File: src/rtl/ann_pkg.sv
// ----------------------------------------------------------------------------
// ann_pkg
// Shared constants for the neuron weight path: weight word width, number of
// weights per neuron, weight BRAM address width, and the state encoding of
// the weight fetch controller.
// ----------------------------------------------------------------------------
package ann_pkg;

    localparam int WEIGHT_W = 16;  // weight word width
    localparam int N_INPUTS = 28;  // weights per neuron
    localparam int WADDR_W  = 5;   // weight BRAM address width

    // Fetch controller states, kept as plain constants for legacy tools.
    localparam logic [1:0] ST_IDLE   = 2'd0;
    localparam logic [1:0] ST_FETCH  = 2'd1;
    localparam logic [1:0] ST_DRAIN  = 2'd2;
    localparam logic [1:0] ST_FINISH = 2'd3;

    // BUSY covers the pass itself, not the closing DONE cycle.
    function automatic logic is_busy(input logic [1:0] st);
        return (st != ST_IDLE) && (st != ST_FINISH);
    endfunction

endpackage

File: src/rtl/weight_skid_fifo.sv
// ----------------------------------------------------------------------------
// weight_skid_fifo
// Two-entry synchronous FIFO that decouples BRAM read returns from the
// consumer handshake. Payload is {last, data}. A push and a pop in the same
// cycle are both honoured, even when the FIFO is full.
//
// Ports:
//   clk, rst_n    clock, asynchronous active-low reset
//   push_i        write push_data_i at the tail
//   push_data_i   {last, data} payload
//   pop_i         drop the head entry (ignored when empty)
//   head_o        current head entry (valid when count_o != 0)
//   count_o       number of stored entries, 0..2
// ----------------------------------------------------------------------------
module weight_skid_fifo
    import ann_pkg::*;
#(
    parameter int DATA_W = WEIGHT_W
) (
    input  logic              clk,
    input  logic              rst_n,
    input  logic              push_i,
    input  logic [DATA_W:0]   push_data_i,
    input  logic              pop_i,
    output logic [DATA_W:0]   head_o,
    output logic [1:0]        count_o
);

    logic [DATA_W:0] mem_q [2];
    logic            wr_ptr_q;
    logic            rd_ptr_q;
    logic [1:0]      count_q;
    logic            pop_ok;
    logic            push_ok;

    assign pop_ok  = pop_i && (count_q != 2'd0);
    // A full FIFO can still accept a word if the head leaves in the same cycle.
    assign push_ok = push_i && ((count_q != 2'd2) || pop_ok);

    // NOTE: the two storage entries are reset as well, so the stream data
    // output reads 0 right after reset instead of whatever was left behind.
    always_ff @(posedge clk or negedge rst_n) begin
        if (!rst_n) begin
            mem_q[0] <= '0;
            mem_q[1] <= '0;
            wr_ptr_q <= 1'b0;
            rd_ptr_q <= 1'b0;
            count_q  <= 2'd0;
        end else begin
            if (push_ok) begin
                mem_q[wr_ptr_q] <= push_data_i;
                wr_ptr_q        <= ~wr_ptr_q;
            end
            if (pop_ok) begin
                rd_ptr_q <= ~rd_ptr_q;
            end
            case ({push_ok, pop_ok})
                2'b10:   count_q <= count_q + 2'd1;
                2'b01:   count_q <= count_q - 2'd1;
                default: count_q <= count_q;
            endcase
        end
    end

    assign head_o  = mem_q[rd_ptr_q];
    assign count_o = count_q;

endmodule

File: src/rtl/weight_fetch_ctrl.sv
// ----------------------------------------------------------------------------
// weight_fetch_ctrl
// Read-side initiator for one weight BRAM. On START it reads addresses
// 0..DEPTH-1 once each and streams the words out through a 2-entry skid FIFO
// as a valid/ready stream; the word from address DEPTH-1 carries W_LAST.
// The BRAM latches EN/ADDR on the falling edge, so a read issued on one
// rising edge has its data ready on the next: latency is exactly one cycle.
//
// Ports:
//   CLK, RESETN   clock, asynchronous active-low reset
//   START         one-cycle pulse, starts a pass when idle
//   BUSY          pass in progress
//   DONE          one-cycle pulse after the last word has been handshaken
//   BRAM_ADDR     BRAM read address
//   BRAM_EN       BRAM read strobe
//   BRAM_WE       BRAM write enable, always 0
//   BRAM_DO       BRAM read data
//   W_DATA        stream data
//   W_VALID       stream valid
//   W_READY       stream ready from the consumer
//   W_LAST        marks the final weight of the pass
// ----------------------------------------------------------------------------
module weight_fetch_ctrl
    import ann_pkg::*;
#(
    parameter int DEPTH  = N_INPUTS,
    parameter int ADDR_W = WADDR_W,
    parameter int DATA_W = WEIGHT_W
) (
    input  logic              CLK,
    input  logic              RESETN,
    input  logic              START,
    output logic              BUSY,
    output logic              DONE,
    output logic [ADDR_W-1:0] BRAM_ADDR,
    output logic              BRAM_EN,
    output logic              BRAM_WE,
    input  logic [DATA_W-1:0] BRAM_DO,
    output logic [DATA_W-1:0] W_DATA,
    output logic              W_VALID,
    input  logic              W_READY,
    output logic              W_LAST
);

    localparam int              CNT_W   = ADDR_W + 1;
    localparam logic [CNT_W-1:0] DEPTH_C = CNT_W'(DEPTH);
    localparam logic [CNT_W-1:0] LAST_C  = CNT_W'(DEPTH - 1);

    logic [1:0]        state_q,  state_d;
    logic [CNT_W-1:0]  issued_q, issued_d;
    logic [ADDR_W-1:0] addr_q,   addr_d;
    logic              inflight_q;       // read issued last edge, data due next edge
    logic              inflight_last_q;  // that read targets address DEPTH-1

    logic              issue;
    logic              pop;
    logic [2:0]        fill;
    logic [1:0]        fifo_count;
    logic [DATA_W:0]   fifo_head;

    assign W_VALID = (fifo_count != 2'd0);
    assign pop     = W_VALID && W_READY;

    // Credit check: entries held plus the read in flight, minus the word
    // leaving this cycle, must leave room for one more word.
    assign fill  = {1'b0, fifo_count} + {2'b00, inflight_q} - {2'b00, pop};
    assign issue = (state_q == ST_FETCH) && (issued_q < DEPTH_C) && (fill < 3'd2);

    // NOTE: every next-state signal takes its hold value first, so no branch
    // of the case below can leave one unassigned and infer a latch.
    always_comb begin
        state_d  = state_q;
        issued_d = issued_q;
        addr_d   = addr_q;
        case (state_q)
            ST_IDLE: begin
                if (START) begin
                    state_d  = ST_FETCH;
                    issued_d = '0;
                    addr_d   = '0;
                end
            end
            ST_FETCH: begin
                if (issue) begin
                    // BRAM_ADDR shows the address being read; it stops at DEPTH-1.
                    issued_d = issued_q + 1'b1;
                    addr_d   = issued_q[ADDR_W-1:0];
                end
                if (issued_q == DEPTH_C) begin
                    state_d = ST_DRAIN;
                end
            end
            ST_DRAIN: begin
                // The LAST word leaving as the only stored word means nothing remains.
                if (pop && W_LAST && (fifo_count == 2'd1) && !inflight_q) begin
                    state_d = ST_FINISH;
                end
            end
            default: begin
                state_d = ST_IDLE;
            end
        endcase
    end

    // NOTE: state registers use non-blocking assignments so every register
    // samples the pre-edge values, independent of statement order.
    always_ff @(posedge CLK or negedge RESETN) begin
        if (!RESETN) begin
            state_q         <= ST_IDLE;
            issued_q        <= '0;
            addr_q          <= '0;
            inflight_q      <= 1'b0;
            inflight_last_q <= 1'b0;
        end else begin
            state_q         <= state_d;
            issued_q        <= issued_d;
            addr_q          <= addr_d;
            inflight_q      <= issue;
            inflight_last_q <= issue && (issued_q == LAST_C);
        end
    end

    weight_skid_fifo #(
        .DATA_W (DATA_W)
    ) u_fifo (
        .clk         (CLK),
        .rst_n       (RESETN),
        .push_i      (inflight_q),
        .push_data_i ({inflight_last_q, BRAM_DO}),
        .pop_i       (pop),
        .head_o      (fifo_head),
        .count_o     (fifo_count)
    );

    assign BRAM_ADDR = addr_q;
    assign BRAM_EN   = inflight_q;
    assign BRAM_WE   = 1'b0;
    assign W_DATA    = fifo_head[DATA_W-1:0];
    // Stale head contents must not show a LAST flag while nothing is valid.
    assign W_LAST    = fifo_head[DATA_W] && W_VALID;
    assign BUSY      = is_busy(state_q);
    assign DONE      = (state_q == ST_FINISH);

endmodule

File: config.mk
export PLATFORM = sky130hd
export DESIGN_NAME = weight_fetch_ctrl
export DESIGN_NICKNAME = d
export VERILOG_FILES = /design/src/rtl/ann_pkg.sv /design/src/rtl/weight_skid_fifo.sv /design/src/rtl/weight_fetch_ctrl.sv
export SDC_FILE = /design/constraint.sdc
export NUM_CORES = 1
export LEC_CHECK = 0
export ABC_CLOCK_PERIOD_IN_PS = 2700
export BUFFER_PORTS_ARGS = -buffer_cell sky130_fd_sc_hd__buf_4
export CAP_MARGIN = 5
export CORE_UTILIZATION = 50
export CTS_CLUSTER_DIAMETER = 200
export DETAILED_ROUTE_END_ITERATION = 8
export MAX_ROUTING_LAYER = met4
export PLACE_DENSITY = 0.73
export SLEW_MARGIN = 20
export SYNTH_ARGS = -nofsm -noshare
export SYNTH_HDL_FRONTEND = slang
export SYNTH_SLANG_ARGS = --single-unit
File: constraint.sdc
create_clock -name CLK -period 2.7 [get_ports CLK]
set_input_delay 0.405 -clock CLK [delete_from_list [all_inputs] [get_ports CLK]]
set_output_delay 0.405 -clock CLK [all_outputs]
set_load 0.02 [all_outputs]
# Word-level counts from Yosys, hierarchy flattened
# Index checks and enable logic that the tools add are counted.
dict set report totals {
  regBits 53
  input_bits 20
  out_inout_bits 27
  wordCells 76
}
dict set report op_classes {
  add_sub_neg 5
  n_lt_le_gt_ge 5
  eq_ne 14
  mux 17
  bitwise_logic 4
  n_reduce_logical 21
}
# cell count
set op_table {}
lappend op_table {{17-bit two-way mux} 4}
lappend op_table {{34-bit bitwise mux} 1}
lappend op_table {{17-bit demux with 1-bit select} 1}
lappend op_table {{6-bit by 5-bit == test with 1-bit output, second input constant} 2}
lappend op_table {{1-bit logical AND} 12}
lappend op_table {{6-bit two-way mux} 2}
lappend op_table {{6-bit one-hot mux with 2 select lines} 1}
lappend op_table {{5-bit two-way mux} 2}
lappend op_table {{2-bit inequality test, second input constant} 5}
lappend op_table {{5-bit one-hot mux with 2 select lines} 1}
lappend op_table {{2-bit nonzero test} 4}
lappend op_table {{6-bit by 1-bit adder with 6-bit output, second input constant} 1}
lappend op_table {{2-bit by 1-bit == test with 1-bit output, second input constant} 3}
lappend op_table {{2-bit == test, second input constant} 3}
lappend op_table {{6-bit by 5-bit < comparator with 1-bit output, second input constant} 1}
lappend op_table {{2-bit two-way mux} 3}
lappend op_table {{2-bit one-hot mux with 3 select lines} 1}
lappend op_table {{3-bit AND reduction} 2}
lappend op_table {{2-bit greater-or-equal comparator, second input constant} 2}
lappend op_table {{1-bit NOT with 2-bit output} 2}
lappend op_table {{2-bit one-hot mux with 2 select lines} 1}
lappend op_table {{2-bit by 1-bit adder with 3-bit output} 1}
lappend op_table {{3-bit by 2-bit < comparator with 1-bit output, second input constant} 1}
lappend op_table {{3-bit by 1-bit subtractor with 3-bit output} 1}
lappend op_table {{8 further kinds} 9}

# Depth between registers and ports, before layout
# Gate-level depths: netlist (run 1).
dict set report logic_depth {
  depth_word 10
  depth_mapped 13
  ltp_nobuf 11
}

# By module
# Synthesis (run 1) repeated with hierarchy kept, for this count alone.
dict set report unflattened {
  cells_unflattened 207
  hier_area_um2 2702.6
}
# mod instances cells_each area_per_inst_um2 seq_area_each_um2
set modules_own_cells {}
lappend modules_own_cells {weight_skid_fifo 1 106 1722.9 950.9}
lappend modules_own_cells {weight_fetch_ctrl 1 101 979.7 375.4}

# Worst setup path before layout (run 1)
# Ideal clock, no wire load.
dict set report synth_timing {
  path_type {register to register}
  start {reg u_fifo.count_q[1] (netlist: u_fifo.count_o[1])}
  end {reg addr_q[2] (netlist: BRAM_ADDR[2])}
  setup_time_ns 0.125
  t_arrival_ns 2.773
  required_ns 2.575
  setup_slack_ns -0.198
  stages_incl_launch_ff 14
  path_buffers 2
  period_less_slack_ns 2.898
  cell_sequence {dfrtp_1 > inv_1 > ha_1 > nand2b_1 > inv_1 > ha_1 > nand2b_1 > fa_1 > and3b_1 > and3_1 > buf_6 > o21a_1 > buf_6 > mux2_4}
}
dict set report synth_via {
  elab_chain_cells 7
  word_cells_on_any_way 8
  cone_classes {2 x add/sub; 1 x order compare; 1 x eq/ne; 4 x reduce/logical}
}
# item line
set synth_rtl {}
lappend synth_rtl {{from (decl)} weight_skid_fifo.sv:32} ;# logic [1:0] count_q;
lappend synth_rtl {{from (signal assigned)} weight_skid_fifo.sv:58} ;# 2'b10: count_q <= count_q + 2'd1;
lappend synth_rtl {{from (signal assigned)} weight_skid_fifo.sv:59} ;# 2'b01: count_q <= count_q - 2'd1;
lappend synth_rtl {{from (signal assigned)} weight_skid_fifo.sv:60} ;# default: count_q <= count_q;
lappend synth_rtl {{parallel branches: the longest is 2 deep, another holds 2-bit by 1-bit adder with 3-bit output} -}
lappend synth_rtl {{3-bit by 1-bit subtractor with 3-bit output (*)} weight_fetch_ctrl.sv:66} ;# assign fill = {1'b0, fifo_count} + {2'b00, inflight_q} - {2'b00, pop};
lappend synth_rtl {{3-bit by 2-bit < comparator with 1-bit output (*)} weight_fetch_ctrl.sv:67} ;# assign issue = (state_q == ST_FETCH) && (issued_q < DEPTH_C) && (fill < 3'd2);
lappend synth_rtl {{1-bit logical AND (*)} weight_fetch_ctrl.sv:67}
lappend synth_rtl {{via issue} weight_fetch_ctrl.sv:55} ;# logic issue;
lappend synth_rtl {{2-bit inequality test (no source line) (*)} -}
lappend synth_rtl {{3-bit AND reduction (no source line) (*)} -}
lappend synth_rtl {{to (signal assigned)} weight_fetch_ctrl.sv:117} ;# addr_q <= addr_d;
lappend synth_rtl {{to (decl)} weight_fetch_ctrl.sv:51} ;# logic [ADDR_W-1:0] addr_q, addr_d;
# Mark *: on every way through the listed nets, which the timed path passes.
# A chain may end at the register's enable or synchronous reset.

# Final worst setup path (run 1)
dict set report layout_timing {
  start {reg u_fifo.count_q[1] (netlist: u_fifo.count_o[1])}
  end {reg addr_q[2] (netlist: BRAM_ADDR[2])}
}
dict set report layout_via {
  elab_chain_cells 7
  word_cells_on_any_way 8
  cone_classes {2 x add/sub; 1 x order compare; 1 x eq/ne; 4 x reduce/logical}
}
# item line
set layout_rtl {}
lappend layout_rtl {{parallel branches: the longest is 2 deep, another holds 2-bit by 1-bit adder with 3-bit output} -}
lappend layout_rtl {{3-bit by 1-bit subtractor with 3-bit output (*)} weight_fetch_ctrl.sv:66}
lappend layout_rtl {{3-bit by 2-bit < comparator with 1-bit output (*)} weight_fetch_ctrl.sv:67}
lappend layout_rtl {{1-bit logical AND (*)} weight_fetch_ctrl.sv:67}
lappend layout_rtl {{2-bit inequality test (no source line) (*)} -}
lappend layout_rtl {{3-bit AND reduction (no source line) (*)} -}
# Every way passes the cells marked *.

==> results.sh, run 1 <==
export IMPL_cts_made_buffers=5
export IMPL_core_area_mm2=0.00488
export IMPL_critical_path_class="reg2reg"
export IMPL_yosysTopAreaCell="dfrtp_1"
export IMPL_first_pass_iters=4
export IMPL_rows=25
export IMPL_synth_seq_cells=53
export IMPL_dp_hpwl_um=3100
export IMPL_gp_congestion=0.852
export IMPL_clock_fmax_mhz=390
export IMPL_fill_cells=417
export IMPL_cp_required_ps=2900
export IMPL_worstSetupStartpoint="u_fifo.count_o[1]"
export IMPL_start_util_pct=53.4
export IMPL_ant_nets=0
export IMPL_seq_area_frac_synth_pct=50.9
export IMPL_post_cts_buffers=0
export IMPL_drtIter0Drc=113
export IMPL_path_clk_slew_ps=90
export IMPL_h_tree_depth=2
export IMPL_r2r_cells=11
export IMPL_startpoint_type="flop"
export IMPL_critPathCaptureType="flop"
export IMPL_grt_pass1_vias=1695
export IMPL_syn_nets=231
export IMPL_synth_area_mm2=0.00260
export IMPL_ios=47
export IMPL_status="complete, no violations"
export IMPL_yosysWarnings=0
export IMPL_dieHeight_um=74.2
export IMPL_final_util_pct=64.6
export IMPL_dp_slack_ps=-0.137
export IMPL_clock_skew_ps=4.74
export IMPL_syn_to_final_growth_pct=21.0
export IMPL_seqCellArea_mm2=0.00133
export IMPL_drive_above_1_share_pct=50.6
export IMPL_vias_per_cell=5.13
export IMPL_slew_headroom_pct=57.3
export IMPL_root_buffer="clkbuf_8"
export IMPL_synth_most_common_cell="dfrtp_1"
export IMPL_antenna_found_initial=0
export IMPL_hp_class="in2async"
export IMPL_port_buffers=45
export IMPL_vias=1630
export IMPL_tritoncts="built"
export IMPL_drt_total_wl_um=4380
export IMPL_finalSetupViolCount=0
export IMPL_tightest_slew_ps=640
export IMPL_vdd_ir_drop_worst_v=0.000714
export IMPL_track_usage_pct=18.4
export IMPL_insertion_delay_ps=300
export IMPL_cts_sinks=53
export IMPL_synthesis_instances=198
export IMPL_power_density_mw_per_mm2=1180
export IMPL_rrSetupSlack_ps=140
export IMPL_r2r_start="u_fifo.count_o[1]"
export IMPL_drv_slew=0
export IMPL_min_period_over_period_pct=94.9
export IMPL_overflow=0
export IMPL_multi_input_area_mm2=0.00119
export IMPL_min_period_ps=2560
export IMPL_drc=0
export IMPL_cap_violations=0
export IMPL_die_area_mm2=0.00550
export IMPL_die_w_um=74.2
export IMPL_synth_commonest_cells="dfrtp_1, mux2_2, inv_1, ha_1, nand2_1"
export IMPL_grt_pass1_wl_um=7390
export IMPL_syn_mean_instance_area_um2=13.2
export IMPL_hold_viol=0
export IMPL_synth_ff_type="dfrtp_1"
export IMPL_antennaDiodeCount=0
export IMPL_clockBufferDepth=2
export IMPL_worst_slack_ps=137
export IMPL_ys_top_cells_by_area="dfrtp_1, mux2_2, ha_1"
export IMPL_crit_end="BRAM_ADDR[2]"
export IMPL_rsz0062_at_grt="false"
export IMPL_reg2reg_to="BRAM_ADDR[2]"
export IMPL_synthArstFlopShare_pct=100
export IMPL_synth_edff_count=0
export IMPL_wire_per_inst_um=13.8
export IMPL_cellLeakagePower_nw=1.51
export IMPL_arrival_ps=2760
export IMPL_grt_max_degree=54
export IMPL_path_max_fanout=5
export IMPL_post_synth_num_cell_types=36
export IMPL_nets=283
export IMPL_synth_top_area_share_pct=50.9
[stage by stage]
step           TNS, ps  hold slack (ps)  instances  cell area (um^2)  power [mW]
2_1_floorplan    -57.8              109        198              2630        2.71
3_3_place_gp         0              474        310              3050        3.26
3_5_place_dp    -0.137              449        310              3050        3.30
4_1_cts              0              146        318              3140        3.74
5_1_grt              0              172        318              3150        3.98
6_report             0              126        318              3150        3.71
[cell usage in the layout (no fill, tap or decap), types with 2 or more instances in the layout]
cell / Yosys / final
mux2_2: 51 / 51
inv_1: 18 / 16
mux2i_1: 8 / 8
nand3_1: 2 / 2
clkbuf_8: 0 / 5
dfrtp_1: 53 / 53
clkinvlp_4: 0 / 2
buf_4: 3 / 53
o21ai_0: 2 / 2
and2_2: 2 / 2
nand2b_1: 4 / 2
inv_2: 0 / 2
nand2b_4: 0 / 2
xnor2_1: 5 / 5
nand2_1: 10 / 10
ha_1: 12 / 10
o221ai_1: 2 / 2
[worst max-delay path: stages (launching register included)]
cell,delay [ps]
dfrtp_1,380
inv_1,80
ha_2,190
nand2b_4,130
inv_2,40
ha_4,190
nand2b_4,130
fa_1,480
and3b_1,180
and3_4,210
o21a_4,160
mux2_4,290
[timing repair]
item / CTS / global route
resized for setup: 1 / 3
endpoints found under the setup margin: 3 / 7
hold buffers: 0 / 0
pin swaps: 0 / 0
gates cloned: 0 / 0
[cell type report]
class | count | area share [%]
Sequential cell | 53 | 42.1
Clock buffer | 6 | 2.30
Multi-Input combinational cell | 119 | 37.7
Inverter | 18 | 2.14
Timing Repair Buffer | 53 | 12.6
Tap cell | 67 | 2.66
Clock inverter | 2 | 0.477
[cells by family (layout without fill, tap and decap cells)]
family                     after synthesis  after routing  synth area share (%)
AOI/OAI and AO/OA                       11             11                  3.46
and+or+nand+nor                         29             29                  6.44
buffers and inverters                   26             79                  5.09
adders and majority gates               13             13                  6.54
xor gates and xnor gates                 5              5                  1.68
DFF                                     53             53                  50.9
muxes                                   60             60                  25.7
other                                    1              1                 0.144
[layer usage]
| layer | track usage (%) | share of wire, % | wire length [um] | vias to the layer above |
|---|---|---|---|---|
| met4 | 4.49 | 0.94 | 41 | 0 |
| met3 | 4.34 | 3.9 | 170 | 5 |
| met2 | 33.4 | 52 | 2260 | 29 |
| met5 | - | 0 | 0 | - |
| li1 | - | - | - | 781 |
| met1 | 20.1 | 44 | 1910 | 815 |
[sequential cells by signal (all words and copies together) (netlist names)]
name and cells:
u_fifo.rd_ptr_q 1, state_q 2, inflight_last_q 1, u_fifo.wr_ptr_q 1, u_fifo.count_o 2, issued_q 6, BRAM_EN 1, BRAM_ADDR 5
u_fifo.mem_q 34
[power by group]
group          internal (mW)  switching (mW)  total (mW)  leakage, nW
Clock                  0.183           0.254       0.437       0.0374
Combinational           1.05           0.892        1.94        0.795
Sequential              1.11           0.222        1.34        0.675
Total                   2.35            1.37        3.71         1.51
[worst min path at each step]
stage / slack [ps] / endpoint / from
6_report: 130 / u_fifo.mem_q[2] / RESETN
5_1_grt: 170 / u_fifo.mem_q[2] / RESETN
4_1_cts: 150 / u_fifo.mem_q[2] / RESETN
3_5_place_dp: 450 / inflight_last_q / issued_q[5]
3_3_place_gp: 470 / inflight_last_q / issued_q[5]
2_1_floorplan: 110 / BRAM_ADDR[0] / RESETN
(Power assumes the default switching activity.)
==> run 2: changes to the inputs <==
--- a/config.mk
+++ b/config.mk
@@ -13,6 +13,7 @@
 export DETAILED_ROUTE_END_ITERATION = 8
 export MAX_ROUTING_LAYER = met4
 export PLACE_DENSITY = 0.73
+export REMOVE_ABC_BUFFERS = 1
 export SLEW_MARGIN = 20
 export SYNTH_ARGS = -nofsm -noshare
 export SYNTH_HDL_FRONTEND = slang
==> constraint.sdc (replaced) <==
create_clock -name CLK -period 2.7 [get_ports CLK]
set_input_delay 0.405 -clock CLK [delete_from_list [all_inputs] [get_ports CLK]]
set_output_delay 0.405 -clock CLK [all_outputs]
set_load 0.01 [all_outputs]
==> results.sh, run 2 (synthesis results as in run 1) <==
export IMPL_p_switching_mw=1.22
export IMPL_path_max_fanout=4
export IMPL_rrSetupSlack_ps=110
export IMPL_cts_sinks=53
export IMPL_first_pass_iters=4
export IMPL_r2r_cells=11
export IMPL_h_tree_depth=2
export IMPL_cellLeakagePower_nw=1.55
export IMPL_cts_made_buffers=5
export IMPL_die_w_um=74.2
export IMPL_arrival_ps=2790
export IMPL_swShare_pct=33.0
export IMPL_final_cell_mix="buf_4, dfrtp_1, mux2_2"
export IMPL_track_usage_pct=18.8
export IMPL_vias_per_cell=5.14
export IMPL_cap_violations=0
export IMPL_top_register="u_fifo.mem_q"
export IMPL_slowest_delay_ps=470
export IMPL_port_buffers=45
export IMPL_vdd_ir_drop_worst_v=0.000578
export IMPL_path_clk_slew_ps=90
export IMPL_fill_cells=395
export IMPL_hold_viol=0
export IMPL_combPwrFrac_pct=49.8
export IMPL_min_period_over_period_pct=96.1
export IMPL_cp_required_ps=2890
export IMPL_finalPower_mw=3.72
export IMPL_rows=25
export IMPL_vias=1655
export IMPL_r2r_start="u_fifo.count_o[0]"
export IMPL_ant_nets=0
export IMPL_dp_hpwl_um=3130
export IMPL_critical_path_class="reg2reg"
export IMPL_ios=47
export IMPL_grt_pass1_vias=1650
export IMPL_wire_per_inst_um=14.2
export IMPL_grt_pass1_wl_um=7500
export IMPL_drc=0
export IMPL_grt_max_degree=54
export IMPL_dieHeight_um=74.2
export IMPL_pwr_share_clk_pct=14.9
export IMPL_core_area_mm2=0.00488
export IMPL_tightest_slew_ps=647
export IMPL_antenna_found_initial=0
export IMPL_power_internal_mw=2.49
export IMPL_startpoint_type="flop"
export IMPL_overflow=0
export IMPL_finalSetupViolCount=0
export IMPL_tritoncts="built"
export IMPL_p_seq_share_pct=35.3
export IMPL_slew_headroom_pct=56.9
export IMPL_largest_register_ffs=34
export IMPL_hp_class="in2async"
export IMPL_cp_cell_sequence="inv_2 -> ha_2 -> nand2b_4 -> inv_1 -> ha_1 -> nand2b_1 -> fa_1 -> and3b_1 -> and3_4 -> o21a_4 -> mux2_4"
export IMPL_drv_slew=0
export IMPL_gp_congestion=0.769
export IMPL_antennaDiodeCount=0
export IMPL_syn_to_final_growth_pct=23.0
export IMPL_power_density_mw_per_mm2=1160
export IMPL_drtIter0Drc=106
export IMPL_die_area_mm2=0.00550
export IMPL_clockBufferDepth=2
export IMPL_drive_above_1_share_pct=51.0
export IMPL_critPathCaptureType="flop"
export IMPL_slowest_stage="fa_1"
export IMPL_start_util_pct=53.4
export IMPL_root_buffer="clkbuf_8"
export IMPL_mostFrequentLayoutCell="buf_4"
export IMPL_drt_total_wl_um=4580
export IMPL_insertion_delay_ps=310
export IMPL_setup_tns_ps=0
export IMPL_reg2reg_to="BRAM_ADDR[2]"
export IMPL_clock_skew_ps=7.28
export IMPL_clock_fmax_mhz=385
export IMPL_status="complete, no violations"
export IMPL_min_period_ps=2590
export IMPL_nets=287
-- run 2: worst max path at each step --
stage	endpoint	from	slack [ps]	cells after the start
2_1_floorplan	BRAM_ADDR[2]	u_fifo.count_o[1]	-250	11
3_3_place_gp	BRAM_ADDR[2]	u_fifo.count_o[1]	110	11
3_5_place_dp	BRAM_ADDR[1]	u_fifo.count_o[0]	30	12
4_1_cts	BRAM_ADDR[1]	u_fifo.count_o[0]	10	12
5_1_grt	BRAM_ADDR[2]	u_fifo.count_o[0]	-30	11
6_report	BRAM_ADDR[2]	u_fifo.count_o[0]	110	11
-- run 2: layout make-up --
type / count / area, um^2 / share of cell area (%)
multi-input cells: 119 / 1170 / 36.6
well taps: 67 / 83.8 / 2.62
flip-flops and latches: 53 / 1330 / 41.4
clock buffers: 7 / 86.3 / 2.70
repair buffers: 57 / 435 / 13.6
clock inverters: 1 / 30.0 / 0.938
inverters: 18 / 67.6 / 2.11
-- run 2: repair_timing --
action / in CTS / in global routing
hold buffers: 0 / 0
resized for setup: 0 / 10
buffers inserted: 0 / 2
setup endpoints to repair: 0 / 10
-- run 2: worst max-delay path: cells and delay by family (launching register included) --
kind / cells / cell delay [ps]
compound gates: 1 / 160
fa+ha+maj: 3 / 890
buf+inv: 2 / 110
mux: 1 / 300
flops: 1 / 400
simple gates: 4 / 650
-- run 2: per-layer routing --
metal  global-route usage [%]  vias to the layer above  wire [um]
met1                     22.4                      826       2050
li1                         -                      782          -
met3                     4.20                        7        241
met2                     31.4                       40       2220
met5                        -                        -          0
met4                     6.41                        0         63
-- run 2: metrics by stage --
stage	setup WS, ps	area, um^2	hold slack [ps]	utilization [%]	cells
after global routing	-30.3	3200	177	65.6	322
final	105	3200	128	65.6	322
after detailed placement	34.9	3040	452	62.2	312
after global placement	115	3040	471	62.2	312
after floorplan	-247	2540	109	-	190
after CTS	13.8	3150	144	64.6	320
-- run 2: power groups by stage --
| stage | sequential, mW | clock [mW] | combinational [mW] |
|---|---|---|---|
| finish | 1.31 | 0.555 | 1.85 |
| floorplan | 1.32 | 0 | 1.10 |
| global route | 1.35 | 0.606 | 2.05 |
| global placement | 1.31 | 0 | 1.75 |
| detailed placement | 1.32 | 0 | 1.78 |
| CTS | 1.31 | 0.574 | 1.79 |
==> run 3: changes to the inputs <==
--- a/config.mk
+++ b/config.mk
@@ -8,11 +8,13 @@
 export ABC_CLOCK_PERIOD_IN_PS = 2700
 export BUFFER_PORTS_ARGS = -buffer_cell sky130_fd_sc_hd__buf_4
 export CAP_MARGIN = 5
-export CORE_UTILIZATION = 50
+export CELL_PAD_IN_SITES_DETAIL_PLACEMENT = 1
+export CELL_PAD_IN_SITES_GLOBAL_PLACEMENT = 1
+export CORE_UTILIZATION = 40
 export CTS_CLUSTER_DIAMETER = 200
 export DETAILED_ROUTE_END_ITERATION = 8
 export MAX_ROUTING_LAYER = met4
-export PLACE_DENSITY = 0.73
+export PLACE_DENSITY = 0.72
 export REMOVE_ABC_BUFFERS = 1
 export SLEW_MARGIN = 20
 export SYNTH_ARGS = -nofsm -noshare
==> results.sh, run 3 (synthesis results as in run 1) <==
export IMPL_die_w_um=82.7
export IMPL_dieHeight_um=82.7
export IMPL_busiest_layer="met2"
export IMPL_drv_slew=0
export IMPL_p_seq_share_pct=36.2
export IMPL_drc=0
export IMPL_worst_slack_ps=13.7
export IMPL_clock_skew_ps=6.63
export IMPL_rsz0062_at_grt="true"
export IMPL_place_inst=323
export IMPL_pwr_share_clk_pct=12.4
export IMPL_post_cts_buffers=0
export IMPL_hold_viol=0
export IMPL_wire_per_inst_um=15.9
export IMPL_finalNonFillerCells=330
export IMPL_placed_cell_area_mm2=0.00306
export IMPL_tritoncts="built"
export IMPL_clock_fmax_mhz=372
export IMPL_path_clk_slew_ps=90
export IMPL_tightest_slew_ps=673
export IMPL_cap_violations=0
export IMPL_vias_per_cell=5.05
export IMPL_power_density_mw_per_mm2=1150
export IMPL_rows=29
export IMPL_insertion_delay_ps=300
export IMPL_finalSetupViolCount=0
export IMPL_start_util_pct=41.2
export IMPL_p_switching_mw=1.26
export IMPL_cellLeakagePower_nw=1.53
export IMPL_die_area_mm2=0.00684
export IMPL_path_max_fanout=5
export IMPL_final_cell_mix="buf_4, dfrtp_1, mux2_2"
export IMPL_core_area_mm2=0.00631
export IMPL_status="complete, no violations"
export IMPL_first_pass_iters=4
export IMPL_fill_cells=656
export IMPL_overflow=0
export IMPL_drt_total_wl_um=5250
export IMPL_antenna_found_initial=0
export IMPL_vias=1667
export IMPL_top_register="u_fifo.mem_q"
export IMPL_cp_cell_sequence="inv_1 -> ha_2 -> nand2b_4 -> inv_1 -> ha_1 -> nand2b_4 -> fa_1 -> and3b_1 -> and3_4 -> o21a_4 -> mux2_4"
export IMPL_critical_path_class="reg2reg"
export IMPL_grt_use_met3_pct=3.41
export IMPL_min_period_ps=2690
export IMPL_met2_usage_pct=28.6
export IMPL_cts_sinks=53
export IMPL_grt_pass1_vias=1733
export IMPL_gp_congestion=0.746
export IMPL_dp_hpwl_um=3650
export IMPL_crit_family="adder cells"
export IMPL_hp_class="in2async"
export IMPL_dp_slack_ps=29.0
export IMPL_h_tree_depth=2
export IMPL_swShare_pct=34.4
export IMPL_clockBufferDepth=2
export IMPL_cp_required_ps=2890
export IMPL_drtIter0Drc=41
export IMPL_nets=286
export IMPL_grt_pass1_wl_um=8140
export IMPL_fin_area_mm2=0.00319
export IMPL_syn_to_final_growth_pct=22.3
export IMPL_root_buffer="clkbuf_8"
export IMPL_crit_buf_inv=2
export IMPL_finalPower_mw=3.66
export IMPL_drive_above_1_share_pct=51.0
export IMPL_startpoint_type="flop"
export IMPL_slowest_stage="fa_1"
export IMPL_cts_made_buffers=5
export IMPL_power_internal_mw=2.40
export IMPL_ant_nets=0
export IMPL_min_period_over_period_pct=99.5
export IMPL_port_buffers=45
export IMPL_antennaDiodeCount=0
export IMPL_track_usage_pct=16.5
export IMPL_critPathCaptureType="flop"
export IMPL_slew_headroom_pct=55.2
export IMPL_combPwrFrac_pct=51.4
export IMPL_mostFrequentLayoutCell="buf_4"
export IMPL_arrival_ps=2880
export IMPL_slowest_delay_ps=480
export IMPL_largest_register_ffs=34
export IMPL_vdd_ir_drop_worst_v=0.000458
export IMPL_ios=47
export IMPL_grt_max_degree=54
export IMPL_met1_usage_pct=19.2
[run 3: final timing paths]
check,start,end,slack [ps],depth (start not counted)
max,u_fifo.count_o[0],BRAM_ADDR[2],10,11
min,RESETN,u_fifo.mem_q[7],140,1
max reg2reg,u_fifo.count_o[0],BRAM_ADDR[2],10,11
min reg2reg,u_fifo.mem_q[8],u_fifo.mem_q[8],510,1
max in group asynchronous,RESETN,issued_q[3],2120,1
min in group CLK,BRAM_DO[15],u_fifo.mem_q[32],340,2
[run 3: cell type report]
class	count	area, um^2	share of cell area (%)
Clock inverter	1	7.51	0.236
Inverter	18	67.6	2.12
Clock buffer	6	82.6	2.59
Sequential cell	53	1330	41.6
Timing Repair Buffer	56	424	13.3
Tap cell	77	96.3	3.02
Multi-Input combinational cell	119	1180	37.1
[run 3: per-layer routing]
layer / share of wire [%] / wire length (um)
met4: 1.0 / 54
met1: 41 / 2170
met3: 5.0 / 263
met5: 0 / 0
met2: 53 / 2760
[run 3: per-stage QoR]
step,hold slack [ps],setup TNS (ps),utilization (%)
floorplan,109,-912,-
global placement,469,0,48.4
detailed placement,466,0,48.4
CTS,167,0,49.8
global route,190,-427,50.5
finish,141,0,50.5
[run 3: what timing repair did]
action | in CTS | in global routing
gates cloned | 0 | 0
endpoints found under the setup margin | 8 | 10
hold buffers | 0 | 0
pin swaps | 0 | 1
resized for setup | 1 | 8
[run 3: power by group through the flow]
stage               Combinational [mW]  Sequential, mW  Clock [mW]
CTS                               1.83            1.32       0.479
global route                      2.06            1.37       0.505
finish                            1.88            1.32       0.454
floorplan                         1.10            1.32           0
global placement                  1.77            1.32           0
detailed placement                1.82            1.34           0
